==> src/rtl/f_stage_pc_pkg.sv <==
// Shared constants and types for the fetch stage.
//   RESET_PC / HANDLER_PC : PC after reset / exception entry address
//   IM_BASE / IM_TOP      : inclusive legal fetch window
//   EXC_ADEL / EXC_NONE   : fetch exception codes carried into D
//   npc_sel_e             : next-PC select encoding used by the next-PC unit
//   fd_bundle_t           : contents of the F/D pipeline register
package f_stage_pc_pkg;

    localparam logic [31:0] RESET_PC   = 32'h0000_3000;
    localparam logic [31:0] HANDLER_PC = 32'h0000_4180;
    localparam logic [31:0] IM_BASE    = 32'h0000_3000;
    localparam logic [31:0] IM_TOP     = 32'h0000_6FFC;
    localparam logic [4:0]  EXC_ADEL   = 5'd4;
    localparam logic [4:0]  EXC_NONE   = 5'd0;

    typedef enum logic [1:0] {
        NPC_SEQ    = 2'd0,
        NPC_BRANCH = 2'd1,
        NPC_JUMP   = 2'd2,
        NPC_JREG   = 2'd3
    } npc_sel_e;

    typedef struct packed {
        logic [31:0] pc;
        logic [31:0] instr;
        logic [4:0]  exc_code;
        logic        bd;
    } fd_bundle_t;

    // Unsigned full-width range check plus word alignment; any hit is AdEL.
    function automatic logic fetch_addr_err(input logic [31:0] pc);
        return (pc[1:0] != 2'b00) || (pc < IM_BASE) || (pc > IM_TOP);
    endfunction

endpackage

==> src/rtl/f_stage_pc_if.sv <==
// Instruction-memory fetch bus.
//   F_PC         : fetch address driven by the fetch stage
//   i_inst_rdata : instruction word returned combinationally by memory
interface f_stage_pc_if;
    logic [31:0] F_PC;
    logic [31:0] i_inst_rdata;

    modport master (output F_PC, input i_inst_rdata);
    modport slave  (input F_PC, output i_inst_rdata);
endinterface

==> src/rtl/f_stage_pc_fd_reg.sv <==
// F/D pipeline register.
//   clk, reset : clock, async active-high reset
//   hold       : keep current contents
//   bubble     : load an empty slot tagged with bubble_pc (wins over hold)
//   bubble_pc  : PC recorded for the bubble
//   f_in       : fetch-side bundle captured on a normal edge
//   d_out      : registered decode-side bundle
module f_stage_pc_fd_reg
    import f_stage_pc_pkg::*;
(
    input  logic        clk,
    input  logic        reset,
    input  logic        hold,
    input  logic        bubble,
    input  logic [31:0] bubble_pc,
    input  fd_bundle_t  f_in,
    output fd_bundle_t  d_out
);

    fd_bundle_t d_r;

    // F/D register: reset, bubble, hold, or capture the fetched bundle.
    always_ff @(posedge clk or posedge reset) begin
        if (reset) begin
            d_r <= '{pc: RESET_PC, instr: 32'h0000_0000, exc_code: EXC_NONE, bd: 1'b0};
        end else if (bubble) begin
            d_r <= '{pc: bubble_pc, instr: 32'h0000_0000, exc_code: EXC_NONE, bd: 1'b0};
        end else if (hold) begin
            d_r <= d_r;
        end else begin
            d_r <= f_in;
        end
    end

    assign d_out = d_r;

endmodule

==> src/rtl/f_stage_pc.sv <==
// Fetch-stage PC register and F/D pipeline register.
//   clk, reset   : clock, async active-high reset
//   stall        : hazard stall, holds PC and F/D
//   req          : CP0 exception/interrupt request, redirects to HANDLER_PC
//   D_eret       : eret in D, redirects to EPC and squashes the wrong-path fetch
//   EPC          : forwarded CP0 EPC
//   npc          : next PC from the next-PC unit
//   D_is_jump    : instruction in D is a branch/jump (next D is a delay slot)
//   imem         : fetch bus (F_PC out, i_inst_rdata in)
//   D_PC, D_instr, D_ExcCode, D_BD : registered decode-stage outputs
module f_stage_pc
    import f_stage_pc_pkg::*;
(
    input  logic               clk,
    input  logic               reset,
    input  logic               stall,
    input  logic               req,
    input  logic               D_eret,
    input  logic [31:0]        EPC,
    input  logic [31:0]        npc,
    input  logic               D_is_jump,
    f_stage_pc_if.master       imem,
    output logic [31:0]        D_PC,
    output logic [31:0]        D_instr,
    output logic [4:0]         D_ExcCode,
    output logic               D_BD
);

    logic [31:0] pc_r;
    logic        f_exc_s;
    logic [31:0] f_instr_s;
    logic [4:0]  f_exc_code_s;
    logic        fd_bubble_s;
    logic [31:0] fd_bubble_pc_s;
    fd_bundle_t  f_bundle_s;
    fd_bundle_t  d_bundle_s;

    // PC register: req beats stall, and stall beats eret so a stalled eret
    // waits for EPC forwarding to settle.
    always_ff @(posedge clk or posedge reset) begin
        if (reset) begin
            pc_r <= RESET_PC;
        end else if (req) begin
            pc_r <= HANDLER_PC;
        end else if (stall) begin
            pc_r <= pc_r;
        end else if (D_eret) begin
            pc_r <= EPC;
        end else begin
            pc_r <= npc;
        end
    end

    assign imem.F_PC = pc_r;

    // Fetch check: an illegal PC fetches a zero word and tags AdEL; the PC
    // itself is passed on unmasked so CP0 sees the faulting address.
    always_comb begin
        f_exc_s = fetch_addr_err(pc_r);
        if (f_exc_s) begin
            f_instr_s    = 32'h0000_0000;
            f_exc_code_s = EXC_ADEL;
        end else begin
            f_instr_s    = imem.i_inst_rdata;
            f_exc_code_s = EXC_NONE;
        end
    end

    // F/D control: bubble on req always, on eret only when not stalled.
    always_comb begin
        fd_bubble_s = req | (~stall & D_eret);
        if (req) begin
            fd_bubble_pc_s = HANDLER_PC;
        end else begin
            fd_bubble_pc_s = EPC;
        end
        f_bundle_s = '{pc: pc_r, instr: f_instr_s, exc_code: f_exc_code_s, bd: D_is_jump};
    end

    f_stage_pc_fd_reg u_fd_reg (
        .clk       (clk),
        .reset     (reset),
        .hold      (stall),
        .bubble    (fd_bubble_s),
        .bubble_pc (fd_bubble_pc_s),
        .f_in      (f_bundle_s),
        .d_out     (d_bundle_s)
    );

    assign D_PC      = d_bundle_s.pc;
    assign D_instr   = d_bundle_s.instr;
    assign D_ExcCode = d_bundle_s.exc_code;
    assign D_BD      = d_bundle_s.bd;

endmodule

==> src/flat_wrapper.sv <==
// flat-port wrapper written by rule: the top's interface ports become plain ports
module f_stage_pc_flat import f_stage_pc_pkg::*;
  (clk, reset, stall, req, D_eret, EPC, npc, D_is_jump, D_PC, D_instr, D_ExcCode, D_BD, imem_F_PC, imem_i_inst_rdata);
  f_stage_pc_if imem_i ();
  input  logic clk;
  input  logic reset;
  input  logic stall;
  input  logic req;
  input  logic D_eret;
  input  logic [31:0] EPC;
  input  logic [31:0] npc;
  input  logic D_is_jump;
  output logic [31:0] D_PC;
  output logic [31:0] D_instr;
  output logic [4:0] D_ExcCode;
  output logic D_BD;
  output wire logic [$bits(imem_i.F_PC)-1:0] imem_F_PC;
  input wire logic [$bits(imem_i.i_inst_rdata)-1:0] imem_i_inst_rdata;
  assign imem_F_PC = imem_i.F_PC;
  assign imem_i.i_inst_rdata = imem_i_inst_rdata;
  f_stage_pc u_core (.clk(clk), .reset(reset), .stall(stall), .req(req), .D_eret(D_eret), .EPC(EPC), .npc(npc), .D_is_jump(D_is_jump), .imem(imem_i), .D_PC(D_PC), .D_instr(D_instr), .D_ExcCode(D_ExcCode), .D_BD(D_BD));
endmodule
==> config.mk <==
export PLATFORM = sky130hd
export DESIGN_NAME = f_stage_pc_flat
export DESIGN_NICKNAME = d
export VERILOG_FILES = /design/src/rtl/f_stage_pc_pkg.sv /design/src/rtl/f_stage_pc_if.sv /design/src/rtl/f_stage_pc_fd_reg.sv /design/src/rtl/f_stage_pc.sv /design/src/flat_wrapper.sv
export SDC_FILE = /design/constraint.sdc
export NUM_CORES = 1
export LEC_CHECK = 0
export CORE_MARGIN = 2
export CORE_UTILIZATION = 40
export DETAILED_ROUTE_END_ITERATION = 6
export GPL_TIMING_DRIVEN = 0
export PLACE_DENSITY = 0.78
export SLEW_MARGIN = 20
export SYNTH_ARGS = -nofsm -noshare
export SYNTH_HDL_FRONTEND = slang
export SYNTH_SLANG_ARGS = --single-unit
==> constraint.sdc <==
create_clock -name clk -period 4.4 [get_ports clk]
set_input_delay 0.88 -clock clk [delete_from_list [all_inputs] [get_ports clk]]
set_output_delay 0.88 -clock clk [all_outputs]
set_load 0.05 [all_outputs]
==> results_dict.tcl <==
set metrics [dict create \
    grt_max_degree 66 \
    post_cts_buffers 0 \
    io_buffers 197 \
    endpoint_kind "output pin" \
    crit_type "flip-flop to output pin" \
    yosysWarnings 0 \
    hold_viol_final 0 \
    cpLargestDelayFamily "buffers and inverters" \
    crit_required_ns 3.52 \
    path_cells "clkdlybuf4s50_1" \
    final-setup-viol-count 0 \
    p_leak_nw 2.98 \
    synth.ff_latch_count 98 \
    regArea_sq_um 2460 \
    worst_path_largest_cell_delay_ns 0.83 \
    postCtsResizedCells 0 \
    gp_congestion 0.866 \
    drive_above_1_share 0.0460 \
    synth_area_sq_um 4520 \
    numCtsBuffers 9 \
    pin_count 204 \
    grt_antenna_before_repair 0 \
    status "completed" \
    slew_headroom 0.604 \
    multi_input_comb_area_sq_um 1830 \
    critical_path_buf_inv_count 1 \
    antenna_cells 0 \
    vias_per_cell 5.29 \
    insertion_delay_ns 0.34 \
    htreeDepth 3 \
    dr.pass1.iters 4 \
    power_density_nw_per_um2 314 \
    dpl_cell_area_sq_um 6710 \
    fin_crit_ns 2.61 \
    final_common_cell "clkdlybuf4s50_1" \
    rows 38 \
    synth_area_leaders "dfrtp_1, a21oi_1, nand2b_1" \
    syn_avg_cell_area_sq_um 9.41 \
    fin_worst_skew_ns 0.00776 \
    cts.sinks 98 \
    remaining_drc_errors 0 \
    slew_viol_final 0 \
    grt_overflow 0 \
    tightest_slew_ns 0.593 \
    clkSlewWorstSetupHoldPaths_ns 0.06 \
    syn2layout_area_growth_pct 54.6 \
    critPathSlowestCell "clkdlybuf4s50_1" \
    yosysUniqueCellTypes 26 \
    cts_tree "yes" \
    rsz0062_at_grt "no" \
    start_kind "flip-flop" \
    hp-class "flip-flop to flip-flop" \
    wl_um 15100 \
    nFillCells 926 \
    synth_top_area_share 0.521 \
    core_region_area_sq_um 10900 \
    timing.final.crit_share 0.593 \
    fin_nets 794 \
    grt_pass1_wl_um 22800 \
    die_h_um 110 \
    vias 4423 \
    drt_iter0_markers 305 \
    clockBufferDepth 2 \
    fp.dieW_um 110 \
    max_freq_mhz 383 \
    yosysTopAreaCell "dfrtp_1" \
    instances_no_fill 836 \
    yosysSeqAreaShare 0.544 \
    crit_arrival_ns 1.73 \
    wl_per_cell_um 18.0 \
    worstPathMaxFanout 5 \
    hold_buffers 0 \
    place_inst 821 \
    final_cell_mix "clkdlybuf4s50_1, a21oi_1, dfrtp_1" \
    max_cap_viol_count 0 \
    vdd_drop_max_mv 0.161 \
    synthCells 480 \
    track_usage 0.247 \
    hold_slack_ns 0.506 \
    detailed_place_hpwl_um 11300 \
    first_global_vias 4415 \
    start_util 0.413 \
    fp.dieArea_sq_um 12200 \
    ant_nets 0 \
    ctsRootBufferMaster "clkbuf_16" \
    fin_area_sq_um 6980 \
]
synth_stat cells, drive strengths merged:
master / instances
nor3: 1
mux2i: 6
o211ai: 1
nor2: 59
nand2b: 64
inv: 7
or3: 2
a21boi: 1
buf: 13
and3b: 1
conb: 1
a2111oi: 1
nand2: 33
dfstp: 4
dfrtp: 94
nor4: 5
clkbuf: 30
nor2b: 1
a22o: 33
a21oi: 117
o21ai: 6
state kept, by name, summed over array words and instances (netlist names):
name	count
u_core.imem.F_PC	32
u_core.u_fd_reg.d_out	66
through the flow:
stage / power (mW) / TNS [ns] / setup WS, ns / util
floorplan: 1.25 / 0 / 0.965 / -
global placement: 1.46 / -44.03 / -0.474 / 0.610
detailed placement: 1.47 / 0 / 1.80 / 0.613
CTS: 2.20 / 0 / 1.78 / 0.638
global route: 2.28 / 0 / 1.76 / 0.638
finish: 2.19 / 0 / 1.79 / 0.638
metal layers:
metal,track usage,vias to the layer above,share of wire
met2,0.414,194,0.48
li1,-,2050,-
met5,0,-,0
met1,0.307,2152,0.41
met3,0.0582,27,0.092
met4,0.105,0,0.023
final timing paths:
kind                                                       start                                    end  slack [ns]  cells past startpoint
max                             u_core.imem.F_PC[13]$_DFFE_PP1P_                          imem_F_PC[13]        1.79                      1
min                        u_core.u_fd_reg.d_out[35]$_DFFE_PP0P_  u_core.u_fd_reg.d_out[35]$_DFFE_PP0P_        0.51                      1
max reg2reg                      u_core.imem.F_PC[0]$_DFFE_PP0P_   u_core.u_fd_reg.d_out[7]$_DFFE_PP0P_        2.49                      5
min reg2reg                u_core.u_fd_reg.d_out[35]$_DFFE_PP0P_  u_core.u_fd_reg.d_out[35]$_DFFE_PP0P_        0.51                      1
max in group asynchronous                                  reset       u_core.imem.F_PC[30]$_DFFE_PP0P_        2.89                      3
min in group asynchronous                                  reset   u_core.u_fd_reg.d_out[9]$_DFFE_PP0P_        0.89                      2
power breakdown:
part	leakage [nW]	internal, mW	switching (mW)	total, mW
Combinational	1.54	0.199	0.290	0.489
Sequential	1.30	0.936	0.0297	0.966
Clock	0.132	0.411	0.328	0.739
cell type report:
cell class	count	area share
clock buffer	13	0.0373
multi-input combinational	335	0.263
clock inverter	2	0.00179
buffer	43	0.0301
inverter	7	0.00448
tap	140	0.0251
sequential	98	0.352
timing repair buffer	198	0.286
cell families (layout without fill, tap and decap cells):
kind of cell,count (synthesis),count (layout),synth area share
buf+inv,50,263,0.0524
compound gates,159,159,0.206
other cells,1,4,0.000830
flops,98,98,0.544
mux,6,6,0.0133
simple gates,166,166,0.184
Power figures use the tool's default switching activity.
